File: src/rtl/instr_pkg.sv
// Shared definitions for the instruction loader and the instruction memory.
// Latency: none (constants, types and a pure helper function only).
// Backpressure: none.
package instr_pkg;

  // Bytes per instruction word.
  localparam int unsigned WORD_BYTES = 4;
  localparam int unsigned BYTE_BITS  = 8;

  // Loader FSM encoding.
  localparam logic [1:0] IDLE = 2'd0;
  localparam logic [1:0] LOAD = 2'd1;
  localparam logic [1:0] DONE = 2'd2;
  localparam logic [1:0] ERR  = 2'd3;

  // Big-endian lane mapping: lane 0 is the lowest byte address and lands in
  // the most significant byte, exactly as the fetch side concatenates bytes.
  // Byte enable for lane n is LANE0_BE >> n.
  localparam logic [WORD_BYTES-1:0] LANE0_BE = 4'b1000;

  typedef logic [1:0] lane_t;

  // One word write towards the instruction memory.
  typedef struct packed {
    logic [31:0] addr;
    logic [31:0] wdata;
    logic [3:0]  be;
  } mem_wr_t;

  // Bit offset of a lane inside the 32-bit word (lane 0 -> 24, lane 3 -> 0).
  function automatic logic [4:0] lane_shift(input lane_t lane);
    return 5'((WORD_BYTES - 1 - 32'(lane)) * BYTE_BITS);
  endfunction

endpackage

File: src/rtl/byte_packer.sv
// Packs a byte stream into big-endian 32-bit words with per-lane byte enables.
// Latency: word/be are a combinational view including the byte being pushed.
// Backpressure: none; accepts a byte whenever push is high.
module byte_packer
  import instr_pkg::*;
(
  input  logic        clk,
  input  logic        rst,
  input  logic        clr,
  input  logic        push,
  input  logic        close,
  input  logic [7:0]  dat,
  output logic [31:0] word,
  output logic [3:0]  be,
  output logic        word_rdy
);

  lane_t       lane;
  logic [31:0] asm_word;
  logic [3:0]  asm_be;

  // Merge the presented byte into its lane; unfilled lanes stay zero.
  assign word = asm_word | ({24'd0, dat} << lane_shift(lane));
  assign be   = asm_be | (LANE0_BE >> lane);

  // A word is complete when its last lane fills or the caller closes it early.
  assign word_rdy = push && ((lane == lane_t'(WORD_BYTES - 1)) || close);

  // Lane counter and assembly register; cleared once a word is handed off.
  always_ff @(posedge clk or negedge rst) begin
    if (!rst) begin
      lane     <= '0;
      asm_word <= '0;
      asm_be   <= '0;
    end else if (clr) begin
      lane     <= '0;
      asm_word <= '0;
      asm_be   <= '0;
    end else if (push) begin
      lane <= lane + 2'd1;
      if (word_rdy) begin
        asm_word <= '0;
        asm_be   <= '0;
      end else begin
        asm_word <= word;
        asm_be   <= be;
      end
    end
  end

endmodule

File: src/rtl/instr_loader.sv
// Loads a program byte stream into instruction memory as big-endian words, holding the core in reset.
// Latency: a word write is issued the cycle after the byte that completes (or ends) it is accepted.
// Backpressure: in_ready is high for the whole LOAD state; the memory write port is never stalled.
module instr_loader
  import instr_pkg::*;
#(
  parameter logic [31:0] BASE_ADDR = 32'h0000_0000,
  parameter int unsigned MAX_BYTES = 1024
) (
  input  logic        clk,
  input  logic        rst,
  input  logic        start,
  input  logic        in_valid,
  input  logic [7:0]  in_data,
  input  logic        in_last,
  output logic        in_ready,
  output logic        mem_we,
  output logic [31:0] mem_addr,
  output logic [31:0] mem_wdata,
  output logic [3:0]  mem_be,
  output logic        core_rst_n,
  output logic        busy,
  output logic        done,
  output logic        err_overflow,
  output logic [31:0] byte_count
);

  localparam logic [31:0] MAX_CNT = 32'(MAX_BYTES);
  localparam logic [31:0] MAX_M1  = 32'(MAX_BYTES - 1);

  logic [1:0]  state;
  logic [1:0]  state_nxt;
  logic [29:0] word_idx;
  mem_wr_t     wr_q;

  logic        accept;
  logic        load_start;
  logic        hit_max;
  logic [31:0] pk_word;
  logic [3:0]  pk_be;
  logic        wr_trig;

  // in_ready is a registered copy of "state is LOAD", so it qualifies acceptance directly.
  assign accept     = in_valid && in_ready;
  assign load_start = start && (state != LOAD);
  assign hit_max    = (byte_count == MAX_M1);

  byte_packer u_packer (
    .clk      (clk),
    .rst      (rst),
    .clr      (load_start),
    .push     (accept),
    .close    (in_last || hit_max),
    .dat      (in_data),
    .word     (pk_word),
    .be       (pk_be),
    .word_rdy (wr_trig)
  );

  // Next-state: a load ends on the last byte, or overflows once MAX_BYTES are taken without one.
  always_comb begin
    state_nxt = state;
    case (state)
      IDLE, DONE, ERR: begin
        if (start) state_nxt = LOAD;
      end
      LOAD: begin
        if (accept) begin
          if (in_last)      state_nxt = DONE;
          else if (hit_max) state_nxt = ERR;
        end
      end
      default: state_nxt = IDLE;
    endcase
  end

  // State register and registered status outputs derived from the next state.
  always_ff @(posedge clk or negedge rst) begin
    if (!rst) begin
      state        <= IDLE;
      in_ready     <= 1'b0;
      busy         <= 1'b0;
      done         <= 1'b0;
      err_overflow <= 1'b0;
      core_rst_n   <= 1'b0;
    end else begin
      state        <= state_nxt;
      in_ready     <= (state_nxt == LOAD);
      busy         <= (state_nxt == LOAD);
      done         <= (state_nxt == DONE);
      err_overflow <= (state_nxt == ERR);
      core_rst_n   <= (state_nxt == DONE);
    end
  end

  // Accepted-byte counter (saturating) and word index, restarted by each new load.
  always_ff @(posedge clk or negedge rst) begin
    if (!rst) begin
      byte_count <= '0;
      word_idx   <= '0;
    end else if (load_start) begin
      byte_count <= '0;
      word_idx   <= '0;
    end else begin
      if (accept && (byte_count < MAX_CNT)) byte_count <= byte_count + 32'd1;
      if (wr_trig) word_idx <= word_idx + 30'd1;
    end
  end

  // Memory write port: one-cycle strobe; address/data hold between writes, enables drop to zero.
  always_ff @(posedge clk or negedge rst) begin
    if (!rst) begin
      mem_we <= 1'b0;
      wr_q   <= '0;
    end else if (wr_trig) begin
      mem_we     <= 1'b1;
      wr_q.addr  <= BASE_ADDR + {word_idx, 2'b00};
      wr_q.wdata <= pk_word;
      wr_q.be    <= pk_be;
    end else begin
      mem_we  <= 1'b0;
      wr_q.be <= '0;
    end
  end

  assign mem_addr  = wr_q.addr;
  assign mem_wdata = wr_q.wdata;
  assign mem_be    = wr_q.be;

endmodule

File: config.mk
export PLATFORM = sky130hd
export DESIGN_NAME = instr_loader
export DESIGN_NICKNAME = d
export VERILOG_FILES = /design/src/rtl/instr_pkg.sv /design/src/rtl/byte_packer.sv /design/src/rtl/instr_loader.sv
export SDC_FILE = /design/constraint.sdc
export NUM_CORES = 1
export LEC_CHECK = 0
export ABC_CLOCK_PERIOD_IN_PS = 6800
export BUFFER_PORTS_ARGS = -buffer_cell sky130_fd_sc_hd__buf_2
export CORE_MARGIN = 2
export CORE_UTILIZATION = 39
export CTS_CLUSTER_DIAMETER = 150
export DETAILED_ROUTE_END_ITERATION = 16
export GPL_ROUTABILITY_DRIVEN = 1
export PLACE_DENSITY = 0.57
export SLEW_MARGIN = 10
export SYNTH_ARGS = -nofsm -noshare
export SYNTH_HDL_FRONTEND = slang
export SYNTH_SLANG_ARGS = --single-unit
File: constraint.sdc
create_clock -name clk -period 6.8 [get_ports clk]
set_input_delay 1.36 -clock clk [delete_from_list [all_inputs] [get_ports clk]]
set_output_delay 1.36 -clock clk [all_outputs]
set_load 0.02 [all_outputs]
== Yosys cells after proc, flatten, opt, wreduce, memory -nomap -nowiden ==
Cells that the tools add are included.
Operators by class
  add/sub/neg operators: 4
  $lt $le $gt $ge: 1
  equal/unequal tests: 9
  shifts and indexed selects: 2
  muxes and demuxes: 19
  bitwise logic cells: 2
  reduce and logical (&&, ||, !) cells: 11
Operators with widths (number)
  32-bit 2-to-1 mux: 5
  30-bit 2-to-1 mux: 2
  32-bit by 1-bit adder with 32-bit output, second input constant: 1
  32-bit by 10-bit equality test with 1-bit output, second input constant: 1
  32-bit by 11-bit < comparator with 1-bit output, second input constant: 1
  32-bit bitwise OR: 1
  8-bit by 5-bit << shifter with 32-bit output: 1
  30-bit by 1-bit adder with 30-bit output, second input constant: 1
  4-bit 2-to-1 mux: 4
  2-bit 2-to-1 mux: 6
  2-bit equality test, second input constant: 5
  2-bit nonzero test: 3
  2-bit by 1-bit equality test with 1-bit output, second input constant: 2
  1-bit logical AND: 4
  4-bit bitwise OR: 1
  2-bit case mux with 2 select lines: 1
  4-bit by 2-bit >> shifter with 4-bit output, first input constant: 1
  3-bit OR reduction: 1
  2-bit by 1-bit adder with 2-bit output, second input constant: 1
  2-bit logical NOT: 1
  1-bit logical OR: 2
  2-bit by 1-bit inequality test with 1-bit output, second input constant: 1
  2-bit subtractor, first input constant: 1
  1-bit 2-to-1 mux: 1
Word-level totals
  flip-flop bits (word level): 172
  input bits: 13
  output and inout bits: 106
  logic and storage cells: 61

== Depth between registers and ports, before layout ==
  word-level depth: 7
  gate-level depth with buffers: 8
  depth with buffers taken out: 7

== Modules after synthesis ==
A second synthesis with hierarchy kept.
Unflattened totals
  cells, all modules: 595
  area, all modules: 7387.1 µm²
By module, submodules not included
  instr_loader: instances 1, cells each 449, area an instance 5602.9 µm², sequential area each 3353.2 µm²
  byte_packer: instances 1, cells each 146, area an instance 1784.2 µm², sequential area each 950.9 µm²

== Worst setup path after synthesis ==
OpenSTA, ideal clock, no wires.
  path type: in2reg
  from: input in_valid
  to: register u_packer.asm_word[10]
  library setup time: 0.072 ns
  data arrival time: 2.795 ns
  setup slack: 3.933 ns
  stages: 6
  buffers on the path: 1
  cell sequence: nand2_1 > a211o_1 > a311oi_2 > clkbuf_1 > a31oi_1 > nor2_1
On the way
  longest elaborated chain between the ends: 5
RTL lines
  start: declaration: line instr_loader.sv:13  | input logic in_valid,
  1-bit logical AND *: line instr_loader.sv:44  | assign accept = in_valid && in_ready;
  1-bit logical AND: line byte_packer.sv:27  | assign word_rdy = push && ((lane == lane_t'(WORD_BYTES - 1)) || close);
  32-bit 2-to-1 mux: line byte_packer.sv:41  | if (word_rdy) begin
  32-bit 2-to-1 mux: line byte_packer.sv:39  | end else if (push) begin
  32-bit 2-to-1 mux: line byte_packer.sv:35  | end else if (clr) begin
  end signal: assignment: line byte_packer.sv:45  | asm_word <= word;
  end: declaration: line byte_packer.sv:19  | logic [31:0] asm_word;
Mark *: on every way between the ends. The rest lies on a longest branch, timed or not. The select of a mux whose other input is x is not followed.
A chain may end at the register's enable or synchronous reset.

== Final worst setup path ==
  from: input in_valid
  to: register wr_q (netlist bit mem_addr[5])
On the way
  longest elaborated chain between the ends: 2
RTL lines
  1-bit logical AND: line instr_loader.sv:44
  1-bit logical AND: line byte_packer.sv:27
  end: declaration: line instr_loader.sv:34  | mem_wr_t wr_q;
Every way passes these cells.

==> flow_summary.rst <==
.. list-table::
   :header-rows: 1

   * - Metric
     - Value
   * - Run status
     - completed
   * - Post-synth ARST share
     - 1.00
   * - Distinct cell type count of the synthesized netlist
     - 47
   * - TritonCTS clock tree
     - yes
   * - Number of max-slew violations in the final report
     - 0
   * - Endpoint required time on the critical path
     - 7110 ps
   * - Clock-pin slew on the worst setup and hold paths
     - 60 ps
   * - Non-filler cells in the finished layout
     - 1071
   * - Antenna diode count
     - 0
   * - Slew of the pin with the lowest slew margin
     - 1170 ps
   * - Buffers added on ports
     - 116
   * - Post-Synthesis Cell Area
     - 0.00751 sq mm
   * - First-pass detailed-route iteration total
     - 6
   * - Number of buffers added for setup after CTS
     - 0
   * - CTS root buffer
     - sky130_fd_sc_hd__clkbuf_16
   * - Area of the die
     - 0.0204 sq mm
   * - Net count reported at finish
     - 817
   * - Kind of start point of the critical path
     - input pin
   * - Source-to-sink clock delay at the later pin of the worst-skew pair
     - 420 ps
   * - Share of final-layout standard cells stronger than drive strength 1
     - 0.237
   * - CTS Hold Bufs
     - 0
   * - All-Layer GR Usage
     - 0.185
   * - CP arrival
     - 3640 ps
   * - Number of hold violations in the final report
     - 0
   * - Total of warnings raised by yosys
     - 0
   * - Largest net degree at the start of global routing
     - 111
   * - Remaining max-slew budget at the tightest pin
     - 0.219
   * - Worst Setup End Kind
     - register
   * - Setup_tns
     - 0 ps
   * - Final setup viols
     - 0
   * - Clock Sink Count
     - 172
   * - Clock buffer count from CTS
     - 17
   * - Net switching share of the total power
     - 0.348
   * - Final min period
     - 3340 ps
   * - Skew final
     - 12.6 ps
   * - Total congestion overflow
     - 0
   * - Final ANT Viol Nets
     - 0
   * - Post-Synthesis Mean Instance Area
     - 10.7 sq um
   * - Antenna violations before repair
     - 0
   * - Routed wire length
     - 17.9 mm
   * - Number of enable flip-flop cells after synthesis
     - 0
   * - CTS max path bufs
     - 2
   * - Clock share of power
     - 0.318
   * - Effective utilization at floorplan
     - 0.399
   * - Fin crit share
     - 0.491
   * - Category of the critical setup timing path
     - in2reg
   * - Via density per instance
     - 5.32
   * - Count of instances resized after the clock tree is built
     - 0
   * - Post-detailed-route wirelength per cell
     - 16.7 um
   * - Standby leakage power
     - 4.26 nW
   * - Hold WC Path Type
     - reg2reg
   * - Routed via count
     - 5696
   * - Setup repair after global routing missed its margin
     - false
   * - Main synth FF type
     - sky130_fd_sc_hd__dfrtp_1
   * - Post-route worst hold slack
     - 493 ps
   * - Combinational power share
     - 0.253
   * - Die outline height
     - 143 um
   * - Global-route wire length before repair
     - 29.7 mm
   * - Number of top-level design ports
     - 119
   * - Critical-path maximum fanout
     - 48
   * - Remaining routing DRC violations
     - 0
   * - Flip-flop and latch count after synthesis
     - 172
   * - P&R area growth vs syn
     - 17.8%
   * - CORE AREA
     - 0.0188 sq mm
   * - Vias in the first global route
     - 5659
   * - Number of cell rows
     - 50
   * - DR iter-0 viols
     - 419
   * - IR Drop Worst-Case VDD
     - 196 uV
   * - Instance count after placement with tap cells included
     - 1039
   * - Number of H-tree branching levels
     - 4
   * - Number of maximum-capacitance violations
     - 0
   * - HPWL after detailed placement
     - 12.0 mm
   * - Fraction of power consumed by sequential logic
     - 0.429
   * - Routability-driven placement congestion ratio
     - 0.783
   * - Power density over the cells
     - 331 mW/mm^2
   * - Maximum operating frequency
     - 300 MHz
   * - Cell-internal power
     - 0.00191 W
   * - Gate count after technology mapping
     - 705
   * - Die extent in x
     - 143 um
   * - Sequential area share after synthesis
     - 0.573
   * - Switching Power
     - 0.00102 W
## cells in the final DEF (no fill, tap or decap), types with 17 or more instances in the layout
cell                        Yosys  final
sky130_fd_sc_hd__a21oi_1       65     65
sky130_fd_sc_hd__nand3_1       49     49
sky130_fd_sc_hd__o21ai_0       50     50
sky130_fd_sc_hd__mux2_4        20     20
sky130_fd_sc_hd__buf_2          4    115
sky130_fd_sc_hd__and2_1        24     24
sky130_fd_sc_hd__a31oi_1       33     33
sky130_fd_sc_hd__nand2_1       46     46
sky130_fd_sc_hd__clkbuf_16      0     17
sky130_fd_sc_hd__nor2_1        63     63
sky130_fd_sc_hd__dfrtp_1      172    172
## path summary, 6_finish.rpt
path | startpoint | end | slack [ps] | depth (start not counted)
min | u_packer.asm_word[17] | u_packer.asm_word[17] | 490 | 2
min reg2reg | u_packer.asm_word[17] | u_packer.asm_word[17] | 490 | 2
max reg2reg | byte_count[29] | mem_addr[5] | 3820 | 6
min in group asynchronous | rst | mem_wdata[20] | 1070 | 1
max | in_valid | mem_addr[5] | 3460 | 6
max in group asynchronous | rst | word_idx[1] | 4280 | 2
## cell usage after synthesis, types with 2 or more instances
| library cell | count | area share |
|---|---|---|
| sky130_fd_sc_hd__buf_4 | 4 | 0.0040 |
| sky130_fd_sc_hd__a21o_1 | 3 | 0.0030 |
| sky130_fd_sc_hd__nor3_1 | 2 | 0.0013 |
| sky130_fd_sc_hd__nand3_1 | 49 | 0.033 |
| sky130_fd_sc_hd__mux2_4 | 20 | 0.040 |
| sky130_fd_sc_hd__a21oi_2 | 2 | 0.0023 |
| sky130_fd_sc_hd__nand2_1 | 46 | 0.023 |
| sky130_fd_sc_hd__mux2_2 | 8 | 0.012 |
| sky130_fd_sc_hd__a31oi_1 | 33 | 0.027 |
| sky130_fd_sc_hd__or3_1 | 5 | 0.0042 |
| sky130_fd_sc_hd__buf_1 | 5 | 0.0025 |
| sky130_fd_sc_hd__o21ai_0 | 50 | 0.033 |
| sky130_fd_sc_hd__nand4_2 | 2 | 0.0033 |
| sky130_fd_sc_hd__dfrtp_1 | 172 | 0.57 |
| sky130_fd_sc_hd__buf_2 | 4 | 0.0027 |
| sky130_fd_sc_hd__nand4_1 | 16 | 0.013 |
| sky130_fd_sc_hd__nor4_1 | 7 | 0.0058 |
| sky130_fd_sc_hd__ha_1 | 6 | 0.010 |
| sky130_fd_sc_hd__inv_1 | 11 | 0.0055 |
| sky130_fd_sc_hd__nand2b_1 | 15 | 0.012 |
| sky130_fd_sc_hd__and3_1 | 4 | 0.0033 |
| sky130_fd_sc_hd__nor2_1 | 63 | 0.031 |
| sky130_fd_sc_hd__mux2i_1 | 16 | 0.021 |
| sky130_fd_sc_hd__clkbuf_1 | 33 | 0.016 |
| sky130_fd_sc_hd__xnor2_1 | 3 | 0.0035 |
| sky130_fd_sc_hd__a21boi_0 | 7 | 0.0070 |
| sky130_fd_sc_hd__buf_6 | 3 | 0.0045 |
| sky130_fd_sc_hd__and2_1 | 24 | 0.020 |
| sky130_fd_sc_hd__a2111o_1 | 10 | 0.015 |
| sky130_fd_sc_hd__a21oi_1 | 65 | 0.043 |
## through the flow
stage / instance area, sq um / worst slack (ps) / util / total power, W
6_report: 8850 / 3460 / 0.470 / 0.00293
5_1_grt: 8850 / 3340 / 0.470 / 0.00310
4_1_cts: 8850 / 3460 / 0.470 / 0.00296
3_5_place_dp: 8280 / 3010 / 0.440 / 0.00202
3_3_place_gp: 8280 / 3080 / 0.440 / 0.00200
2_1_floorplan: 7520 / 3930 / - / 0.00177
## kinds of logic (layout without fill, tap and decap cells)
kind of cell | Yosys count | count (layout) | share of synthesized area
mux | 44 | 44 | 0.0733
simple gates | 242 | 242 | 0.164
buf+inv | 60 | 165 | 0.0356
xor+xnor | 4 | 4 | 0.00466
other cells | 1 | 2 | 0.000499
flops | 172 | 172 | 0.573
compound gates | 176 | 176 | 0.139
fa+ha+maj | 6 | 6 | 0.00999
## critical path, stage by stage
cell,delay (ps)
sky130_fd_sc_hd__buf_2,100
sky130_fd_sc_hd__and2_1,250
sky130_fd_sc_hd__and3_2,270
sky130_fd_sc_hd__a21oi_4,690
sky130_fd_sc_hd__buf_4,570
sky130_fd_sc_hd__mux2_2,390
## layer usage
metal	track usage	wire, um	part of all wire
met1	0.266	8600	0.48
met2	0.281	8260	0.46
met3	0.0449	900	0.050
met4	0.0500	153	0.0085
met5	0	0	0
## layout make-up
type / count / area (sq um)
fill: 1728 / 9980
tap: 260 / 325
clock buffer: 21 / 460
sequential: 172 / 4300
timing repair buffer: 122 / 632
inverter: 11 / 41.3
clock inverter: 11 / 110
multi-input combinational: 474 / 2980
## registers in the layout, summed over array words and instances, names as in the netlist, 4 cells and up
register	count
byte_count	32
mem_addr	30
mem_be	4
mem_wdata	32
u_packer.asm_be	4
u_packer.asm_word	32
word_idx	30
## power groups by stage
stage                     Combinational, W  Clock (W)  Sequential [W]
after global placement            0.000732          0         0.00127
after CTS                         0.000746   0.000960         0.00126
after floorplan                   0.000406          0         0.00136
final                             0.000740   0.000932         0.00126
after global routing              0.000822    0.00101         0.00127
after detailed placement          0.000745          0         0.00127
(Power assumes the default switching activity.)
